==> src/rtl/uart_rx_8n1.sv <==
// 8N1 UART receiver: two-flop synchroniser, mid-bit sampling FSM and a
// valid/ack holding register with sticky framing and overrun flags.
module uart_rx_8n1 #(
  parameter int unsigned BAUD_DIV = 434,
  parameter int unsigned CNT_W    = 16
) (
  input  logic       clk,
  input  logic       reset,
  input  logic       rxd,
  output logic [7:0] rx_data,
  output logic       rx_valid,
  input  logic       rx_ack,
  output logic       frame_err,
  output logic       overrun,
  input  logic       err_clr,
  output logic       busy
);

  typedef enum logic [2:0] {
    IDLE,
    START,
    DATA,
    STOP,
    WAIT_HIGH
  } state_t;

  localparam logic [CNT_W-1:0] HALF_LAST = CNT_W'(BAUD_DIV / 2 - 1);
  localparam logic [CNT_W-1:0] BIT_LAST  = CNT_W'(BAUD_DIV - 1);
  localparam logic [CNT_W-1:0] CNT_ONE   = CNT_W'(1);

  state_t           state_q, state_d;
  logic [CNT_W-1:0] cnt_q, cnt_d;
  logic [2:0]       idx_q, idx_d;
  logic [7:0]       shreg_q, shreg_d;
  logic [7:0]       data_q, data_d;
  logic             valid_q, valid_d;
  logic             ferr_q, ferr_d;
  logic             ovr_q, ovr_d;
  logic             sync1_q, rxs_q;
  logic             done, stop_bad;

  always_ff @(posedge clk) begin
    if (reset) begin
      sync1_q <= 1'b1;
      rxs_q   <= 1'b1;
      state_q <= IDLE;
      cnt_q   <= '0;
      idx_q   <= '0;
      shreg_q <= '0;
      data_q  <= '0;
      valid_q <= 1'b0;
      ferr_q  <= 1'b0;
      ovr_q   <= 1'b0;
    end else begin
      sync1_q <= rxd;
      rxs_q   <= sync1_q;
      state_q <= state_d;
      cnt_q   <= cnt_d;
      idx_q   <= idx_d;
      shreg_q <= shreg_d;
      data_q  <= data_d;
      valid_q <= valid_d;
      ferr_q  <= ferr_d;
      ovr_q   <= ovr_d;
    end
  end

  always_comb begin
    state_d  = state_q;
    cnt_d    = cnt_q;
    idx_d    = idx_q;
    shreg_d  = shreg_q;
    done     = 1'b0;
    stop_bad = 1'b0;

    case (state_q)
      IDLE: begin
        if (!rxs_q) begin
          state_d = START;
          cnt_d   = '0;
        end
      end
      START: begin
        // A start bit that is high again at its midpoint is a glitch.
        if (cnt_q == HALF_LAST) begin
          cnt_d = '0;
          if (!rxs_q) begin
            state_d = DATA;
            idx_d   = '0;
          end else begin
            state_d = IDLE;
          end
        end else begin
          cnt_d = cnt_q + CNT_ONE;
        end
      end
      DATA: begin
        if (cnt_q == BIT_LAST) begin
          shreg_d[idx_q] = rxs_q;
          cnt_d          = '0;
          idx_d          = idx_q + 3'd1;
          if (idx_q == 3'd7) begin
            state_d = STOP;
          end
        end else begin
          cnt_d = cnt_q + CNT_ONE;
        end
      end
      STOP: begin
        if (cnt_q == BIT_LAST) begin
          cnt_d    = '0;
          done     = 1'b1;
          stop_bad = !rxs_q;
          state_d  = rxs_q ? IDLE : WAIT_HIGH;
        end else begin
          cnt_d = cnt_q + CNT_ONE;
        end
      end
      WAIT_HIGH: begin
        if (rxs_q) begin
          state_d = IDLE;
        end
      end
      default: state_d = IDLE;
    endcase
  end

  // Completion takes priority over ack and err_clr so a new byte or error is never lost.
  always_comb begin
    data_d  = data_q;
    valid_d = valid_q;
    ferr_d  = ferr_q;
    ovr_d   = ovr_q;

    if (rx_ack) begin
      valid_d = 1'b0;
    end
    if (err_clr) begin
      ferr_d = 1'b0;
      ovr_d  = 1'b0;
    end
    if (done) begin
      data_d  = shreg_q;
      valid_d = 1'b1;
      if (stop_bad) begin
        ferr_d = 1'b1;
      end
      if (valid_q && !rx_ack) begin
        ovr_d = 1'b1;
      end
    end
  end

  assign rx_data   = data_q;
  assign rx_valid  = valid_q;
  assign frame_err = ferr_q;
  assign overrun   = ovr_q;
  assign busy      = (state_q != IDLE);

endmodule

==> config.mk <==
export PLATFORM = sky130hd
export DESIGN_NAME = uart_rx_8n1
export DESIGN_NICKNAME = d
export VERILOG_FILES = /design/src/rtl/uart_rx_8n1.sv
export SDC_FILE = /design/constraint.sdc
export NUM_CORES = 1
export LEC_CHECK = 0
export ABC_CLOCK_PERIOD_IN_PS = 2800
export CAP_MARGIN = 20
export CORE_AREA = 2 2 63 65
export CTS_CLUSTER_SIZE = 12
export DETAILED_ROUTE_END_ITERATION = 16
export DIE_AREA = 0 0 65 67
export PLACE_DENSITY = 0.77
export SYNTH_ARGS = -nofsm -noshare
export SYNTH_HDL_FRONTEND = slang
export SYNTH_SLANG_ARGS = --single-unit
==> constraint.sdc <==
create_clock -name clk -period 2.8 [get_ports clk]
set_input_delay 0.28 -clock clk [delete_from_list [all_inputs] [get_ports clk]]
set_output_delay 0.28 -clock clk [all_outputs]
set_load 0.1 [all_outputs]
After elaboration in Yosys (flattened, before gate mapping) --
Index checks and enable logic that the tools add are counted.
Storage, ports and cells: register bits after elaboration 43, bits in latches 0, memory bits (writable) 0, memory bits (read-only) 0, input bits 5, memories 0
Operators by class: add/sub/neg operators 2, multipliers 0, divide/modulo/power cells 0, order comparisons 2, eq/ne operators 14, shift-type cells 0, mux-type cells 32, bitwise logic cells 0, reduce and logical (&&, ||, !) cells 14
Operators by type and width (number):
- $mux 16 | 3
- $pmux 16 s3 | 1
- $mux 3 | 10
- $add 16x1->16 const B | 1
- $eq 16x8->1 const B | 1
- $eq 16x9->1 const B | 1
- $pmux 3 s5 | 1
- $ne 2x2->1 const B | 7
- $mux 1 | 13
- $bwmux 8 | 1
- $eq 3x2->1 const B | 2
- $eq 3x3->1 const B | 2
- $pmux 3 s2 | 1
- $reduce_and 6->1 | 1
- $reduce_bool 3->1 | 2
- $lt 3x4->1 const B | 1
- $reduce_and 2->1 | 2
- $reduce_and 4->1 | 1
- $reduce_bool 2->1 | 2
- $add 3x1->3 const B | 1
- $demux 1 s3 | 1
- $eq 3x1->1 const B | 1
- $ge 3x1->1 const B | 1
- $logic_not 3->1 | 1
- other kinds (4) | 6

Logic depth before layout (Yosys ltp) --
Gate-level depths: netlist of run 1.
word-level depth 5, mapped depth 8, mapped depth without buffers 7

Least setup slack after synthesis of run 1 --
OpenSTA, ideal clock, no wires.
path kind register to register, start point register cnt_q[12], end point register cnt_q[2], arrival 1.932 ns, data required time 2.666 ns, slack 0.734 ns, cell stages (with the launch flop) 7, clock period less this slack 2.066 ns, cells stage by stage dfxtp_1 -> or4_1 -> nor4_2 -> o32ai_1 -> buf_2 -> a31oi_1 -> a31oi_1
On the way: cells in the longest elaborated chain, start to end 3, elaborated cells between the ends (all ways) 5, those cells by class eq/ne: 2; mux: 3
Ends and longest elaborated chain:
- from (decl) | line 32 | logic [CNT_W-1:0] cnt_q, cnt_d;
- from (signal assigned) | line 58 | cnt_q <= cnt_d;
- $eq 16x9->1 / $eq 16x8->1 (equally long branches) | line 98, 110, 85
- $mux 16 (on tied branches) | line 98, 110, 85
- $pmux 16 s3 * | line 76 | case (state_q)
Mark *: on every way between the ends. The rest lies on a longest branch, timed or not. A chain may end at the register's enable or synchronous reset.

Worst setup path after layout of run 1 --
start point register cnt_q[0], end point register idx_q[0]
On the way: cells in the longest elaborated chain, start to end 3, elaborated cells between the ends (all ways) 5, those cells by class eq/ne: 4; reduce/logical: 1
Ends and longest elaborated chain:
- $eq 16x9->1 / $eq 16x8->1 (equally long branches) | line 98, 85
- $ne 2x2->1 (no line)
- $reduce_and 4->1 (no line) *
- to (signal assigned) | line 59 | idx_q <= idx_d;
- to (decl) | line 33 | logic [2:0] idx_q, idx_d;
Marks and branches as above.

==> results of run 1 <==
placed cells by master, fill, tap and decap left out, types with 2 or more instances in the layout:
master,synthesis,final
sky130_fd_sc_hd__a21oi_1,7,7
sky130_fd_sc_hd__o21ai_1,3,3
sky130_fd_sc_hd__buf_4,0,19
sky130_fd_sc_hd__nor4_2,2,2
sky130_fd_sc_hd__nand4_1,9,9
sky130_fd_sc_hd__nor3_1,5,5
sky130_fd_sc_hd__o22ai_1,3,3
sky130_fd_sc_hd__a22o_1,2,2
sky130_fd_sc_hd__and3_1,5,5
sky130_fd_sc_hd__clkdlybuf4s50_1,0,4
sky130_fd_sc_hd__nor2_1,23,23
sky130_fd_sc_hd__nand3b_1,3,3
sky130_fd_sc_hd__a31oi_1,19,19
sky130_fd_sc_hd__dfxtp_1,43,43
sky130_fd_sc_hd__or2_2,3,3
sky130_fd_sc_hd__o21ai_0,3,3
sky130_fd_sc_hd__nand4b_1,5,5
sky130_fd_sc_hd__inv_1,9,9
sky130_fd_sc_hd__nand2_1,12,12
sky130_fd_sc_hd__ha_1,5,5
sky130_fd_sc_hd__mux2i_1,17,17
sky130_fd_sc_hd__clkbuf_8,0,6
sky130_fd_sc_hd__nor4b_1,2,2
sky130_fd_sc_hd__nor4_1,4,4
sky130_fd_sc_hd__nand3_1,12,12
sky130_fd_sc_hd__nand2b_1,7,7
metrics by stage:
stage | instances | worst slack (ps) | utilization [%] | total power [W] | hold slack (ps)
floorplan | 235 | 734 | - | 0.000657 | 384
global placement | 289 | 408 | 61.9 | 0.000675 | 392
detailed placement | 289 | 345 | 61.9 | 0.000675 | 398
CTS | 297 | 316 | 65.1 | 0.00117 | 417
global route | 297 | 80.6 | 65.1 | 0.00119 | 454
finish | 297 | 297 | 65.1 | 0.00116 | 416
metal layers:
metal	up-vias	routed length, µm	track usage (%)
li1	895	-	-
met1	846	2020	27.7
met2	27	2000	36.0
met3	9	103	3.72
met4	0	89	11.2
met5	-	0	0
state kept, by name, indices dropped and copies added, names as in the netlist:
signal	count
overrun	1
rx_valid	1
sync1_q	1
state_q	3
shreg_q	8
idx_q	3
rxs_q	1
frame_err	1
cnt_q	16
rx_data	8
worst max-delay path by stage:
stage | start | cells past startpoint | end
global placement | cnt_q[0] | 7 | idx_q[0]
detailed placement | cnt_q[0] | 7 | idx_q[0]
finish | cnt_q[0] | 7 | idx_q[0]
floorplan | cnt_q[12] | 6 | cnt_q[2]
global route | cnt_q[0] | 7 | idx_q[0]
CTS | cnt_q[0] | 7 | idx_q[0]
worst max-delay path: stages (launching register included):
cell,delay (ps)
sky130_fd_sc_hd__dfxtp_1,430
sky130_fd_sc_hd__ha_1,190
sky130_fd_sc_hd__or3b_2,450
sky130_fd_sc_hd__nor4_2,390
sky130_fd_sc_hd__buf_4,260
sky130_fd_sc_hd__nand2_1,60
sky130_fd_sc_hd__nor4_1,410
sky130_fd_sc_hd__mux2_2,240
area by class of cell:
cell class                      count  share of cell area (%)
Clock inverter                      2                    1.49
Multi-Input combinational cell    166                    46.6
Sequential cell                    43                    36.7
Timing Repair Buffer               23                    7.78
Tap cell                           48                    2.56
Inverter                            9                    1.44
Clock buffer                        6                    3.52
kinds of logic (layout without fill, tap and decap cells):
| family | after synthesis | after routing |
|---|---|---|
| and+or+nand+nor | 98 | 98 |
| DFF | 43 | 43 |
| muxes | 18 | 18 |
| AOI/OAI and AO/OA | 44 | 44 |
| xor gates and xnor gates | 1 | 1 |
| buffers and inverters | 26 | 40 |
| adders and majority gates | 5 | 5 |
where the power goes:
group / internal [W] / switching (W)
sequential: 0.000613 / 0.00000395
clock: 0.000288 / 0.000210
combinational: 0.0000162 / 0.0000283
total: 0.000917 / 0.000242
==> run summary, run 1 <==
The logs give 0 for the total congestion overflow and 2 for the H-tree depth. Number of nets in the final layout: 258. In this run the most critical hold path is launched from sync1_q. STA classifies the critical path startpoint as a register. VDD sags by at most 0.000351 V. The tools report the number of antenna violations at the first check in global routing as 0. The share of the synthesized netlist area taken by xor and xnor gates was 0.427%. After clock tree synthesis, the flow added hold-fix buffers numbering 0. For the net count of the mapped netlist, the log shows 245. The via count is 1777, and the number of hold-slack violations in the final timing report is 0. The post-layout minimum cycle time works out to 2500 ps.

After the first detailed-routing iteration, the DRC count stood at 127. The via count of the first global-routing pass is 1621. From bottom edge to top edge, the die measures 67 µm. For this run, design rule violations remaining after detail routing come to 0. For the worst-skew pair, the clock arrives at the later sink with an insertion delay of 300 ps. TritonCTS built the clock tree. The final max-slew violation count came out at 0. The area of the core is 0.00361 mm². Across the run, the number of max-cap violations was 0. The commonest cells after synthesis are sky130_fd_sc_hd__dfxtp_1, sky130_fd_sc_hd__nor2_1, sky130_fd_sc_hd__a31oi_1, sky130_fd_sc_hd__mux2i_1. In this run, CTS created clock tree buffers numbering 5.

Row count: 22. The number of ports placed on the die boundary is 17. The sort of element at the end of the critical path was a register. The tools report the endpoint of the lowest-slack register-to-register path as idx_q[0].

In this run the static leakage power is 0.962 nW. The worst register-to-register path begins at cnt_q[0]. The die is 65 µm wide. The class of the most critical setup path is reg2reg.

For the pin with the worst max-slew slack, the measured transition is 1020 ps. The tools report the footprint of the flip-flops and latches as 861 µm². The count of buffers added on input and output ports is 16. The antenna violation net count after detailed routing is 0, and the maximum number of pins on one net before global-route repair is 18.

After Yosys synthesis, and, or, nand and nor cells account for 26.8% of the synthesized area. The sequential share of the synthesized area was 42.0%; the global-route wire length before repair was 7330 µm. The root buffer cell chosen for the clock tree is sky130_fd_sc_hd__clkbuf_8. The area growth from synthesis to final layout is 14.6%. The floorplan step defined a die boundary enclosing 0.00436 mm². Wires add up to 4210 µm. The total global-route track usage was 21.9%; the post-synthesis compound-gate area fraction was 13.9%. The power per cell area was 494 mW/mm². For the final routed database, the setup TNS stands at 0 ps. Yosys attributes the largest share of cell area to sky130_fd_sc_hd__dfxtp_1, sky130_fd_sc_hd__mux2i_1, sky130_fd_sc_hd__a31oi_1.

The clock transition at the register clock pins on the worst setup and hold paths after CTS was 80 ps; the first-pass iteration count of the detailed router was 4. Each instance of the synthesized netlist takes up on average 8.72 µm². Most frequently used cell type in the post-synthesis netlist: sky130_fd_sc_hd__dfxtp_1. The post-synthesis instance total is 235, and the number of resized instances in the post-cts repair step is 0.

The proportion of layout cells with a drive suffix above 1 is 14.5%, and the minimum setup slack among reg-to-reg paths is 300 ps. The tools report the final weighted congestion in routability-driven placement as 0.793. For this run, the number of Yosys warnings is 0. The hold-critical path depth was 1.

In this run the worst hold path is classified as reg2reg. The worst path uses 89.4% of the clock period. At the worst endpoint, the required time is 3050 ps. 0 antenna diodes ended up in the layout. The run gives 0.00205 mm² as the synthesized area. Data on the critical path arrives at its endpoint at 2750 ps. The top flip-flop cell by instance count after synthesis is sky130_fd_sc_hd__dfxtp_1.

Summed over all instances, the cell type with the most area after synthesis is sky130_fd_sc_hd__dfxtp_1. For the worst flop-to-flop path, the logic depth is 7. The synthesized netlist devotes 3.05% of its cell area to adder and majority cells.

The multiplexer fraction of the synthesized cell area is 8.85%. The longest clock path from root to sink contains 2 buffers. The initial utilization of the core area, before any placement, comes to 56.8%. After synthesis, the largest family of logic cells by area is simple AND/OR/NAND/NOR gates. Counting distinct cell types in the post-synthesis netlist gives 41. Setup violations remaining at the end of the flow were counted as 0.

Counting flops with an async set or reset pin after synthesis yields a share of 0%. Highest net fanout along the worst path: 11. Number of filler cells placed in the layout: 309. Setup repair after global routing left no endpoint under its margin.

Across the routed clock network, the largest skew measured is 6.74 ps. The number of setup buffers added after CTS is 0. Timing would allow up to 0.399 GHz. The portion of synthesized cell area occupied by the leading cell type was 42.0%.

The multi-input combinational cells in the finished layout cover a total of 0.00109 mm². The number of flops mapped to enable cells by yosys was 0. The via density per instance was 5.98. The finished cells cover 0.00235 mm².

The path with the worst hold slack has its endpoint at rxs_q. The worst slew margin relative to its limit came out at 31.8%. The run finished with clean final reports. After synthesis the netlist holds a flip-flop and latch count of 43. In the final routed layout, each cell accounts on average for 14.2 µm. The run gives 2910 µm as the HPWL reported at the end of detailed placement. The clock net in this run drives a total of 43 sinks. After detailed placement, the total cell area comes to 0.00223 mm².
No activity file was read; power rests on OpenSTA's default activity.
==> run 2, diff against run 1 <==
- MAX_ROUTING_LAYER: not set -> met4
==> run 2 against run 1 <==
  * Clock power is essentially flat
  * Combinational power is essentially flat
  * Via count shrank 1.2%
  * Final area is the same
  * Routed wire length grew 0.12%
  * Worst setup slack gained 8.3 ps
  * Hold slack is essentially flat
  * Largest cell class unchanged
  * Utilization is the same
==> run summary, run 2 (same netlist as run 1, synthesis figures left out) <==
The endpoint of the lowest-slack register-to-register path was idx_q[0]. Leaving out fill and tap cells, the most frequent cells in the layout are sky130_fd_sc_hd__dfxtp_1, sky130_fd_sc_hd__nor2_1, sky130_fd_sc_hd__a31oi_1, sky130_fd_sc_hd__buf_4, sky130_fd_sc_hd__mux2i_1. The routed layout has 1755 vias. Most common library cell in the layout ignoring fill and taps: sky130_fd_sc_hd__dfxtp_1. The number of antenna violations at the first check in global routing is 0.

Global-route wire length before repair: 7320 µm. The design draws 0.00116 W. At the pin with the least slew margin, the transition time is 1020 ps.

The proportion of layout cells with a drive suffix above 1 is 14.5%. The floorplan step set the die width to 65 µm. Height of the chip: 67 µm. The sort of element at the end of the critical path is a register. TritonCTS built the clock tree. The number of ports placed on the die boundary was 17; the total global-route track usage was 22.5%. The critical path crosses 7 cells after its start point. For the worst-skew pair, the clock arrives at the later sink with an insertion delay of 300 ps.

Via count of the first global-routing pass: 1624. After legalization and detailed placement, the total HPWL measured 2910 µm. Subtracting the final worst setup slack from the clock period gives 2490 ps. The clock passes through at most 2 buffers. The peak supply drop is 0.000353 V. After clock tree synthesis, the flow added hold-fix buffers numbering 0. Post-CTS setup-driven buffer insertion count: 0. The floorplan has 22 rows. In the final routed layout, each cell accounts on average for 14.2 µm. The number of design rule violations left after detail routing is 0. The number of antenna diodes in the final layout is 0.

The total negative slack for setup checks was 0 ps; the power per cell area was 494 mW/mm². For this design, the slowest cell found on the critical path is sky130_fd_sc_hd__or3b_2. Setup repair after global routing left no endpoint under its margin. After detailed routing, the total wire length is 4220 µm. Maximum number of pins on one net before global-route repair: 18. The tools report the number of hold-slack violations in the final timing report as 0.

The number of nets in the final layout is 258, and the max capacitance violation total is 0. The root buffer cell chosen for the clock tree is sky130_fd_sc_hd__clkbuf_8. Count of endpoints failing setup in the final report: 0.

The startpoint type of the worst setup path was a register. The first TritonRoute pass finished after 5 iterations. In this run the tightest slew margin relative to its limit is 32.3%.

The kind of cell with the highest combined delay along the critical path is simple AND/OR/NAND/NOR gates. Setup slack on the worst reg-to-reg path comes out at 310 ps. For the data required time at the worst endpoint, the log shows 3050 ps. The flow ran to the end, and the final reports show no timing, DRC or antenna violations.

For the total congestion overflow, the log shows 0. Traced cell by cell, the critical path runs through ha_1 > or3b_2 > nor4_2 > buf_4 > nand2_1 > nor4_1 > mux2_2. The final weighted congestion in routability-driven placement was 0.804; the share of the clock period used by the worst path after layout was 89.1%. Once the floorplan was initialized, standard cells occupied 56.8% of the core. The worst hold path belongs to the class reg2reg. From synthesis to final layout, the design area changed by 14.6%.

The floorplan step defined a die boundary enclosing 0.00436 mm². The H-tree depth was 2; the via density per instance was 5.91. The longest individual stage delay on the worst path came out at 450 ps. The timing-limited maximum frequency was 0.401 GHz. The worst setup path startpoint is cnt_q[0]. Highest net fanout along the worst path: 11. The register with the most flip-flops in the layout has 16 of them. The most critical setup path has its endpoint at idx_q[0]. For the arrival time at the worst endpoint, the log shows 2740 ps.

The run gives 6.53 ps as the maximum clock skew at final layout. The detailed router finished its first iteration with 151 violations. The tree built by TritonCTS fans out to 43 sinks.

Clock-pin slew was measured on the worst setup and hold paths at 80 ps. The run gives 0 as the number of resized instances in the post-cts repair step. The port buffer count was 16. The number of buffers and inverters on the critical path was 1; the area of the core was 0.00361 mm².

The cell leakage power was 0.962 nW. The start of the worst register-to-register path is cnt_q[0]. The depth of the worst register-to-register path was 7; the placed cell area was 0.00223 mm². Counting flops per register, the top entry is cnt_q.

For the final max-slew violation count, the log shows 0. The count of nets left with antenna violations once routing finished came out at 0. The run gives 5 as the total clock buffers created by CTS. Class of the most critical setup path: reg2reg. After routing the design area is 0.00235 mm².
## run 2: worst register-to-register path, cell delays in order, from the launching register on
cell and delay (ps):
sky130_fd_sc_hd__dfxtp_1 430, sky130_fd_sc_hd__ha_1 190, sky130_fd_sc_hd__or3b_2 450, sky130_fd_sc_hd__nor4_2 380, sky130_fd_sc_hd__buf_4 270, sky130_fd_sc_hd__nand2_1 60
sky130_fd_sc_hd__nor4_1 410, sky130_fd_sc_hd__mux2_2 240
## run 2: final cells by class
type,instances,area [µm²]
Clock buffer,6,82.6
Clock inverter,2,35.0
Fill cell,309,1260
Inverter,9,33.8
Multi-Input combinational cell,166,1090
Sequential cell,43,861
Tap cell,48,60.1
Timing Repair Buffer,23,183
## run 2: report_power, final
| part | total [W] | switching (W) | leakage (nW) | internal [W] |
|---|---|---|---|---|
| clock | 0.000499 | 0.000210 | 0.0612 | 0.000288 |
| sequential | 0.000617 | 0.00000392 | 0.347 | 0.000613 |
| combinational | 0.0000444 | 0.0000282 | 0.554 | 0.0000162 |
## run 2: worst min-delay path by stage
stage | startpoint | cells after the start | end | slack, ps
finish | sync1_q | 1 | rxs_q | 420
global route | sync1_q | 1 | rxs_q | 450
CTS | sync1_q | 1 | rxs_q | 420
detailed placement | sync1_q | 1 | rxs_q | 400
global placement | sync1_q | 1 | rxs_q | 390
floorplan | rxd | 1 | sync1_q | 380
## run 2: per-stage QoR
stage / hold WS (ps) / cells / utilization (%) / worst slack, ps
4_1_cts: 417 / 297 / 65.1 / 316
3_5_place_dp: 398 / 289 / 61.9 / 345
2_1_floorplan: 384 / 235 / - / 734
5_1_grt: 454 / 297 / 65.1 / 80.6
3_3_place_gp: 392 / 289 / 61.9 / 408
6_report: 416 / 297 / 65.1 / 305
## run 2: per-layer routing
metal	vias to the layer above	share of wire [%]	GRT usage, %
li1	895	-	-
met1	828	48	27.7
met2	24	47	36.0
met3	8	2.4	3.72
met4	0	2.1	11.2
met5	-	0	-
